$ cat config.mk
export PLATFORM = sky130hd
export DESIGN_NAME = dma_rd_packer
export DESIGN_NICKNAME = d
export VERILOG_FILES = /design/src/rtl/dma_pkg.sv /design/src/rtl/dma_pack_lane.sv /design/src/rtl/dma_rd_packer.sv
export SDC_FILE = /design/constraint.sdc
export NUM_CORES = 1
export LEC_CHECK = 0
export BUFFER_PORTS_ARGS = -buffer_cell sky130_fd_sc_hd__buf_4
export CORE_MARGIN = 2
export CORE_UTILIZATION = 50
export DETAILED_ROUTE_END_ITERATION = 10
export PLACE_DENSITY = 0.72
export SETUP_SLACK_MARGIN = 0.1
export SYNTH_ARGS = -nofsm -noshare
export SYNTH_HDL_FRONTEND = slang
export SYNTH_SLANG_ARGS = --single-unit
$ cat constraint.sdc
create_clock -name clk -period 2.6 [get_ports clk]
set_input_delay 0.26 -clock clk [delete_from_list [all_inputs] [get_ports clk]]
set_output_delay 0.26 -clock clk [all_outputs]
set_load 0.1 [all_outputs]
$ cat src/rtl/dma_pkg.sv
// Shared definitions for the AXI read DMA and its downstream line packer.
package dma_pkg;

  // Defaults shared with the DMA so both sides agree on word and count widths.
  localparam int unsigned DMA_DATA_W     = 32;
  localparam int unsigned DMA_PACK       = 4;
  localparam int unsigned DMA_BITS_TRANS = 18;
  localparam int unsigned LANE_W         = $clog2(DMA_PACK);

  typedef enum logic [1:0] {
    StIdle,
    StFill,
    StFlush,
    StFin
  } dma_state_e;

endpackage

$ cat src/rtl/dma_pack_lane.sv
// Lane register that gathers PACK words into one buffer line.
// line_o is the line as it will look after this cycle's write, so the
// completing word can be emitted in the same cycle it arrives.
module dma_pack_lane
  import dma_pkg::*;
#(
  parameter int unsigned DATA_W = DMA_DATA_W,
  parameter int unsigned PACK   = DMA_PACK
) (
  input  logic                     clk,
  input  logic                     rst,
  input  logic                     clr_i,
  input  logic                     wr_i,
  input  logic [$clog2(PACK)-1:0]  lane_i,
  input  logic [DATA_W-1:0]        data_i,
  input  logic                     emit_i,
  output logic [PACK*DATA_W-1:0]   line_o
);

  logic [PACK*DATA_W-1:0] lanes_q;

  // Merge the incoming word into its lane.
  always_comb begin
    line_o = lanes_q;
    if (wr_i) begin
      line_o[DATA_W*lane_i +: DATA_W] = data_i;
    end
  end

  // Clearing on emit means any lane not refilled reads back as zero padding.
  always_ff @(posedge clk) begin
    if (rst || clr_i || emit_i) begin
      lanes_q <= '0;
    end else if (wr_i) begin
      lanes_q <= line_o;
    end
  end

endmodule

$ cat src/rtl/dma_rd_packer.sv
// Packs the DMA word stream into wide lines and writes them to a line buffer.
module dma_rd_packer
  import dma_pkg::*;
#(
  parameter int unsigned DATA_W     = DMA_DATA_W,
  parameter int unsigned PACK       = DMA_PACK,
  parameter int unsigned BUF_AW     = 12,
  parameter int unsigned BITS_TRANS = DMA_BITS_TRANS
) (
  input  logic                   clk,
  input  logic                   rst,
  input  logic                   start_i,
  input  logic [BUF_AW-1:0]      base_addr_i,
  input  logic [BITS_TRANS-1:0]  num_words_i,
  input  logic [DATA_W-1:0]      data_i,
  input  logic                   data_vld_i,
  input  logic                   done_i,
  output logic                   buf_we_o,
  output logic [BUF_AW-1:0]      buf_addr_o,
  output logic [PACK*DATA_W-1:0] buf_wdata_o,
  output logic                   busy_o,
  output logic                   done_o,
  output logic                   err_o
);

  localparam int unsigned LaneW = $clog2(PACK);
  localparam int unsigned LineW = PACK * DATA_W;

  dma_state_e            state_q, state_d;
  logic [BITS_TRANS-1:0] cnt_q, cnt_d, num_q, num_d, cnt_inc;
  logic [BUF_AW-1:0]     addr_q, addr_d;
  logic                  err_q, err_d;
  // Set by the first start; lets stray words right after reset go unflagged.
  logic                  armed_q, armed_d;

  logic                  lane_wr, lane_clr, emit;
  logic [LaneW-1:0]      lane;
  logic                  line_full, last_word;
  logic [LineW-1:0]      line_next;

  logic                  we_q, done_q;
  logic [BUF_AW-1:0]     baddr_q;
  logic [LineW-1:0]      wdata_q;

  assign cnt_inc   = cnt_q + BITS_TRANS'(1);
  assign lane      = cnt_q[LaneW-1:0];
  assign line_full = (lane == LaneW'(PACK - 1));
  assign last_word = (cnt_inc == num_q);

  dma_pack_lane #(
    .DATA_W (DATA_W),
    .PACK   (PACK)
  ) u_lane (
    .clk    (clk),
    .rst    (rst),
    .clr_i  (lane_clr),
    .wr_i   (lane_wr),
    .lane_i (lane),
    .data_i (data_i),
    .emit_i (emit),
    .line_o (line_next)
  );

  // Next-state, counter, address and error decisions.
  always_comb begin
    state_d  = state_q;
    cnt_d    = cnt_q;
    num_d    = num_q;
    addr_d   = addr_q;
    err_d    = err_q;
    armed_d  = armed_q;
    lane_wr  = 1'b0;
    lane_clr = 1'b0;
    emit     = 1'b0;

    unique case (state_q)
      StIdle: begin
        if (start_i) begin
          num_d    = num_words_i;
          addr_d   = base_addr_i;
          cnt_d    = '0;
          lane_clr = 1'b1;
          err_d    = 1'b0;
          armed_d  = 1'b1;
          state_d  = (num_words_i == '0) ? StFin : StFill;
        end else if (data_vld_i && armed_q) begin
          err_d = 1'b1;
        end
      end
      StFill: begin
        if (data_vld_i) begin
          lane_wr = 1'b1;
          cnt_d   = cnt_inc;
          emit    = line_full;
          if (last_word) begin
            state_d = line_full ? StFin : StFlush;
          end else if (done_i) begin
            // Early end: the word just taken is pending unless it closed a line.
            err_d   = 1'b1;
            state_d = line_full ? StFin : StFlush;
          end
        end else if (done_i) begin
          err_d   = 1'b1;
          state_d = (lane != '0) ? StFlush : StFin;
        end
      end
      StFlush: begin
        emit    = 1'b1;
        state_d = StFin;
      end
      StFin: begin
        state_d = StIdle;
        if (data_vld_i) begin
          err_d = 1'b1;
        end
      end
      default: state_d = StIdle;
    endcase

    if (emit) begin
      addr_d = addr_q + BUF_AW'(1);
    end
  end

  // Control state registers.
  always_ff @(posedge clk) begin
    if (rst) begin
      state_q <= StIdle;
      cnt_q   <= '0;
      num_q   <= '0;
      addr_q  <= '0;
      err_q   <= 1'b0;
      armed_q <= 1'b0;
    end else begin
      state_q <= state_d;
      cnt_q   <= cnt_d;
      num_q   <= num_d;
      addr_q  <= addr_d;
      err_q   <= err_d;
      armed_q <= armed_d;
    end
  end

  // Registered buffer write port and done pulse.
  always_ff @(posedge clk) begin
    if (rst) begin
      we_q    <= 1'b0;
      baddr_q <= '0;
      wdata_q <= '0;
      done_q  <= 1'b0;
    end else begin
      we_q   <= emit;
      done_q <= (state_q == StFin);
      if (emit) begin
        baddr_q <= addr_q;
        wdata_q <= line_next;
      end
    end
  end

  assign buf_we_o    = we_q;
  assign buf_addr_o  = baddr_q;
  assign buf_wdata_o = wdata_q;
  assign busy_o      = (state_q != StIdle);
  assign done_o      = done_q;
  assign err_o       = err_q;

endmodule

Yosys cells after proc, flatten, opt, wreduce, memory -nomap -nowiden
Index checks and enable logic that the tools add are counted.
Widths: inputs -> output; s select.
{"block": "word_totals", "reg_bits": 322, "out_inout_bits": 144, "in_bits": 67, "wordCells": 74}
{"block": "classes", "muxes": 30, "addsub": 3, "eq_ne": 12, "shift": 2, "n_reduce_logical": 16}
{"cell": "$bwmux 128", "n": 1}
{"cell": "$mux 128", "n": 1}
{"cell": "$shift 32x34->128 const A", "n": 1}
{"cell": "$shiftx 32x34->128", "n": 1}
{"cell": "$mux 12", "n": 3}
{"cell": "$mux 18", "n": 2}
{"cell": "$pmux 18 s2", "n": 1}
{"cell": "$neg 7->34", "n": 1}
{"cell": "$add 18x1->18 const B", "n": 1}
{"cell": "$eq 18x18->1", "n": 1}
{"cell": "$logic_not 18->1", "n": 1}
{"cell": "$mux 1", "n": 13}
{"cell": "$add 12x1->12 const B", "n": 1}
{"cell": "$mux 2", "n": 6}
{"cell": "$ne 3x3->1 const B", "n": 4}
{"cell": "$reduce_bool 2->1", "n": 5}
{"cell": "$pmux 2 s4", "n": 1}
{"cell": "$eq 2x2->1 const B", "n": 3}
{"cell": "$ne 2x2->1 const B", "n": 3}
{"cell": "$reduce_and 3->1", "n": 2}
{"cell": "$reduce_and 2->1", "n": 2}
{"cell": "$reduce_and 4->1", "n": 1}
{"cell": "$pmux 1 s3", "n": 1}
{"cell": "$reduce_bool 3->1", "n": 1}
{"cell": "5 further kinds", "n": 6}

Longest topological paths before layout
{"block": "depth", "word_depth": 6, "mapped_depth": 12}

Cells and area by module
Synthesis repeated with hierarchy kept, for this count alone.
{"block": "hier_totals", "hier_cells": 1706, "area_unflattened_um2": 13558.0}
{"module": "dma_rd_packer", "area_per_inst_um2": 7975.1, "seq_area_each_um2": 3883.7, "cells_per_inst": 1049, "instances": 1}
{"module": "dma_pack_lane", "area_per_inst_um2": 5582.9, "seq_area_each_um2": 2562.5, "cells_per_inst": 657, "instances": 1}

Worst setup path after synthesis
No wires, ideal clock.
{"block": "synth_timing", "path_type": "register to register", "start": "reg cnt_q[1]", "end": "reg state_q[1]", "setup_slack_ps": 207, "path_buffers": 1, "setup_time_ps": 133, "arrival_time_ps": 2260, "stages_incl_launch_ff": 11, "synth_period_minus_slack_ps": 2393, "t_required_ps": 2467, "path_cell_list": "dfxtp_1 -> ha_1 -> buf_2 -> nand3_1 -> nor4_4 -> xnor2_1 -> nand4_1 -> or3_4 -> o21ai_4 -> and2_4 -> a211oi_2"}
{"block": "synth_between", "elab_chain_len": 5, "elab_cells_between_ends": 7}
{"element": "start: declaration", "line": "dma_rd_packer.sv:30", "text": "logic [BITS_TRANS-1:0] cnt_q, cnt_d, num_q, num_d, cnt_inc;"}
{"element": "start signal: assignment", "line": "dma_rd_packer.sv:136", "text": "cnt_q <= cnt_d;"}
{"element": "$add 18x1->18 (*)", "line": "dma_rd_packer.sv:45", "text": "assign cnt_inc = cnt_q + BITS_TRANS'(1);"}
{"element": "$eq 18x18->1 (*)", "line": "dma_rd_packer.sv:48", "text": "assign last_word = (cnt_inc == num_q);"}
{"element": "$mux 2", "line": "dma_rd_packer.sv:95", "text": "if (last_word) begin"}
{"element": "$mux 2", "line": "dma_rd_packer.sv:91", "text": "if (data_vld_i) begin"}
{"element": "$pmux 2 s4", "line": "dma_rd_packer.sv:76", "text": "unique case (state_q)"}
{"element": "end signal: assignment", "line": "dma_rd_packer.sv:128", "text": "state_q <= StIdle;"}
{"element": "end signal: assignment", "line": "dma_rd_packer.sv:135", "text": "state_q <= state_d;"}
{"element": "end: declaration", "line": "dma_rd_packer.sv:29", "text": "dma_state_e state_q, state_d;"}
Every way passes the cells marked *; elsewhere a longest branch is shown, timed or not.
A chain may end at the register's enable or synchronous reset.

Final worst setup path
Ends and elaborated chain as after synthesis.

==> flow_metrics.env <==
export IMPL_p_leak_nw=5.63
export IMPL_holdWs_ns=0.0121
export IMPL_cts_sinks=322
export IMPL_hp_class="primary input to flop"
export IMPL_total_power_mw=18.3
export IMPL_vdd_drop_max_uv=841
export IMPL_finalHoldViolCount=0
export IMPL_synth_top_cell_by_area="dfxtp_1"
export IMPL_firstDrtPassIters=5
export IMPL_synth_seq_cells=322
export IMPL_core_area_um2=23600
export IMPL_grt_pass1_wl_um=53300
export IMPL_clock_path_buffers=3
export IMPL_seqCellArea_um2=6450
export IMPL_cts_setup_buffers=0
export IMPL_initialDrtViolationCount=798
export IMPL_post_route_period_util_pct=92.2
export IMPL_grt_overflow=0
export IMPL_outcome="finished clean"
export IMPL_r2r_end="state_q[1]"
export IMPL_skew_ns=0.0152
export IMPL_syn_area_per_cell_um2=9.07
export IMPL_die_h_um=159
export IMPL_yosysTopAreaCellShare_pct=53.4
export IMPL_required_ns=2.96
export IMPL_r2r_start="cnt_q[1]"
export IMPL_drc_errors=0
export IMPL_die_w_um=159
export IMPL_start_util_pct=51.1
export IMPL_cp_arrival_ns=2.75
export IMPL_synth_nets=1409
export IMPL_reg2reg_slack_ns=0.20
export IMPL_setup_violations=0
export IMPL_critPathMaxFanout=8
export IMPL_worstRegToRegCells=9
export IMPL_antenna_cells=0
export IMPL_grt_antenna_before_repair=0
export IMPL_htreeDepth=2
export IMPL_cts_tree="done"
export IMPL_power_density_nw_per_um2=1200
export IMPL_synthFlopType="dfxtp_1"
export IMPL_synthTopCellsByArea="dfxtp_1, nor2_1, a211oi_1, a22oi_1, nand2_1"
export IMPL_grt_max_degree=169
export IMPL_maxSlewHeadroom_pct=34.9
export IMPL_clock_latency_ns=0.52
export IMPL_period_needed_ns=2.40
export IMPL_areaGrowthSynthToFinish_pct=26.0
export IMPL_rsz0062_at_grt="yes"
export IMPL_vias_per_cell=5.64
export IMPL_synth_seq_area_share_pct=53.4
export IMPL_dp_hpwl_um=20700
export IMPL_end_kind="flop"
export IMPL_setup_ws_ns=0.202
export IMPL_ys_warn_count=0
export IMPL_crit_path_start="cnt_q[1]"
export IMPL_wl_um=32800
export IMPL_syn_inst=1331
export IMPL_max_slew_worst_pin_slew_ns=0.976
export IMPL_layout_nets=1583
export IMPL_grt_pass1_vias=9967
export IMPL_synth_distinct_cells=56
export IMPL_num_rows=56
export IMPL_placed_cell_area_um2=14000
export IMPL_final_cell_area_um2=15200
export IMPL_multiInputGateArea_um2=5230
export IMPL_timing_fmax_ghz=0.417
export IMPL_fill_cells=1988
export IMPL_cts_clk_slew_worst_paths_ns=0.06
export IMPL_die_area_um2=25400
export IMPL_synthArstFlopShare_pct=0
export IMPL_setup_tns_ns=0
export IMPL_cts_buffers_inserted=35
export IMPL_layout_drive_gt1_share_pct=22.0
export IMPL_critPathCapture="state_q[1]"
export IMPL_port_buffers=210
export IMPL_wl_per_cell_um=17.8
export IMPL_vias=10400
export IMPL_ios=211
export IMPL_start_kind="flop"
export IMPL_grtUsageTotal_pct=25.4
export IMPL_place_congestion=0.867
export IMPL_cap_violations=0
export IMPL_synth_edf_count=0
export IMPL_setup_worst_path_class="flop to flop"
export IMPL_ant_nets=0
export IMPL_clock_root_buffer="clkbuf_16"
export IMPL_dp_slack_ns=0.0770
export IMPL_slew_violations=0
export IMPL_synth_cell_area_um2=12100
stage by stage:
stage | cells | utilization (%)
finish | 1843 | 64.4
global route | 1843 | 64.4
CTS | 1843 | 64.3
detailed placement | 1785 | 59.5
global placement | 1785 | 59.5
floorplan | 1331 | -
flip-flops by register name (all words and copies together) (netlist names):
signal / cells
buf_we_o: 1
err_o: 1
cnt_q: 18
done_o: 1
buf_addr_o: 12
num_q: 18
state_q: 2
u_lane.lanes_q: 128
addr_q: 12
armed_q: 1
buf_wdata_o: 128
power by group:
part	internal, mW	switching, mW
Clock	2.90	1.93
Sequential	5.59	0.437
Combinational	1.73	5.72
Total	10.2	8.09
cells in the mapped netlist (all sizes together), types with 4 or more instances:
| library cell | instances |
|---|---|
| a211oi | 132 |
| a21oi | 64 |
| a221oi | 7 |
| a22oi | 131 |
| a311oi | 5 |
| and2 | 7 |
| and3 | 11 |
| buf | 23 |
| clkbuf | 89 |
| dfxtp | 322 |
| ha | 11 |
| inv | 5 |
| nand2 | 91 |
| nand3 | 13 |
| nand4 | 8 |
| nor2 | 298 |
| nor3 | 5 |
| nor3b | 6 |
| nor4 | 13 |
| nor4b | 4 |
| o21a | 5 |
| o21ai | 29 |
| or3 | 5 |
| xnor2 | 14 |
| xor2 | 12 |
critical path, cell delays in order (launching register included):
cell	delay (ns)
dfxtp_2	0.40
ha_2	0.24
nand3_2	0.15
nor4_4	0.33
xnor2_1	0.16
nand4_1	0.10
or3_4	0.41
o21ai_4	0.21
and2_4	0.18
a211oi_2	0.05
per-layer routing:
metal  vias up  global-route usage [%]  part of all wire [%]
li1       5109                       -                     -
met1      4971                    33.5                    45
met2       277                    40.4                    46
met3        42                    7.71                   7.6
met4         0                    7.07                   2.0
met5         -                       0                     0
area by class of cell:
type	instances	share of cell area [%]
Multi-Input combinational cell	892	34.4
Sequential cell	322	42.4
Clock buffer	46	6.55
Clock inverter	10	0.822
Timing Repair Buffer	249	13.1
Tap cell	319	2.62
Inverter	5	0.123
kinds of logic (layout without fill, tap and decap cells):
family | after synthesis | after routing | synth area share (%)
simple gates | 472 | 472 | 17.4
fa+ha+maj | 11 | 11 | 1.14
mux | 2 | 2 | 0.166
flops | 322 | 322 | 53.4
xor+xnor | 26 | 26 | 1.89
buf+inv | 117 | 310 | 3.91
compound gates | 381 | 381 | 22.1
worst min-delay path by stage:
stage	from	to	slack, ns	depth (start not counted)
global placement	buf_addr_o[2]	buf_addr_o[2]	0.44	2
global route	num_words_i[12]	num_q[12]	0.01	3
floorplan	num_words_i[0]	num_q[0]	0.40	2
finish	num_words_i[2]	num_q[2]	0.01	3
detailed placement	buf_addr_o[10]	buf_addr_o[10]	0.45	2
CTS	num_words_i[2]	num_q[2]	0.001	3
layout by cell type, fill, tap and decap left out, drive strengths merged, types with 13 or more instances in the layout:
cell    count
a211oi    132
dfxtp     322
a22oi     131
xnor2      14
nand2      91
nor4       13
a21oi      64
nand3      13
buf       247
clkbuf     46
nor2      298
o21ai      29
timing repair:
action                                 4_1_cts  5_1_grt
gates resized for setup                      3        7
endpoints found under the hold margin        2        0
hold buffers                                 2        0
pin swaps                                    0        1
setup endpoints to repair                    2        5
(Power assumes the default switching activity.)
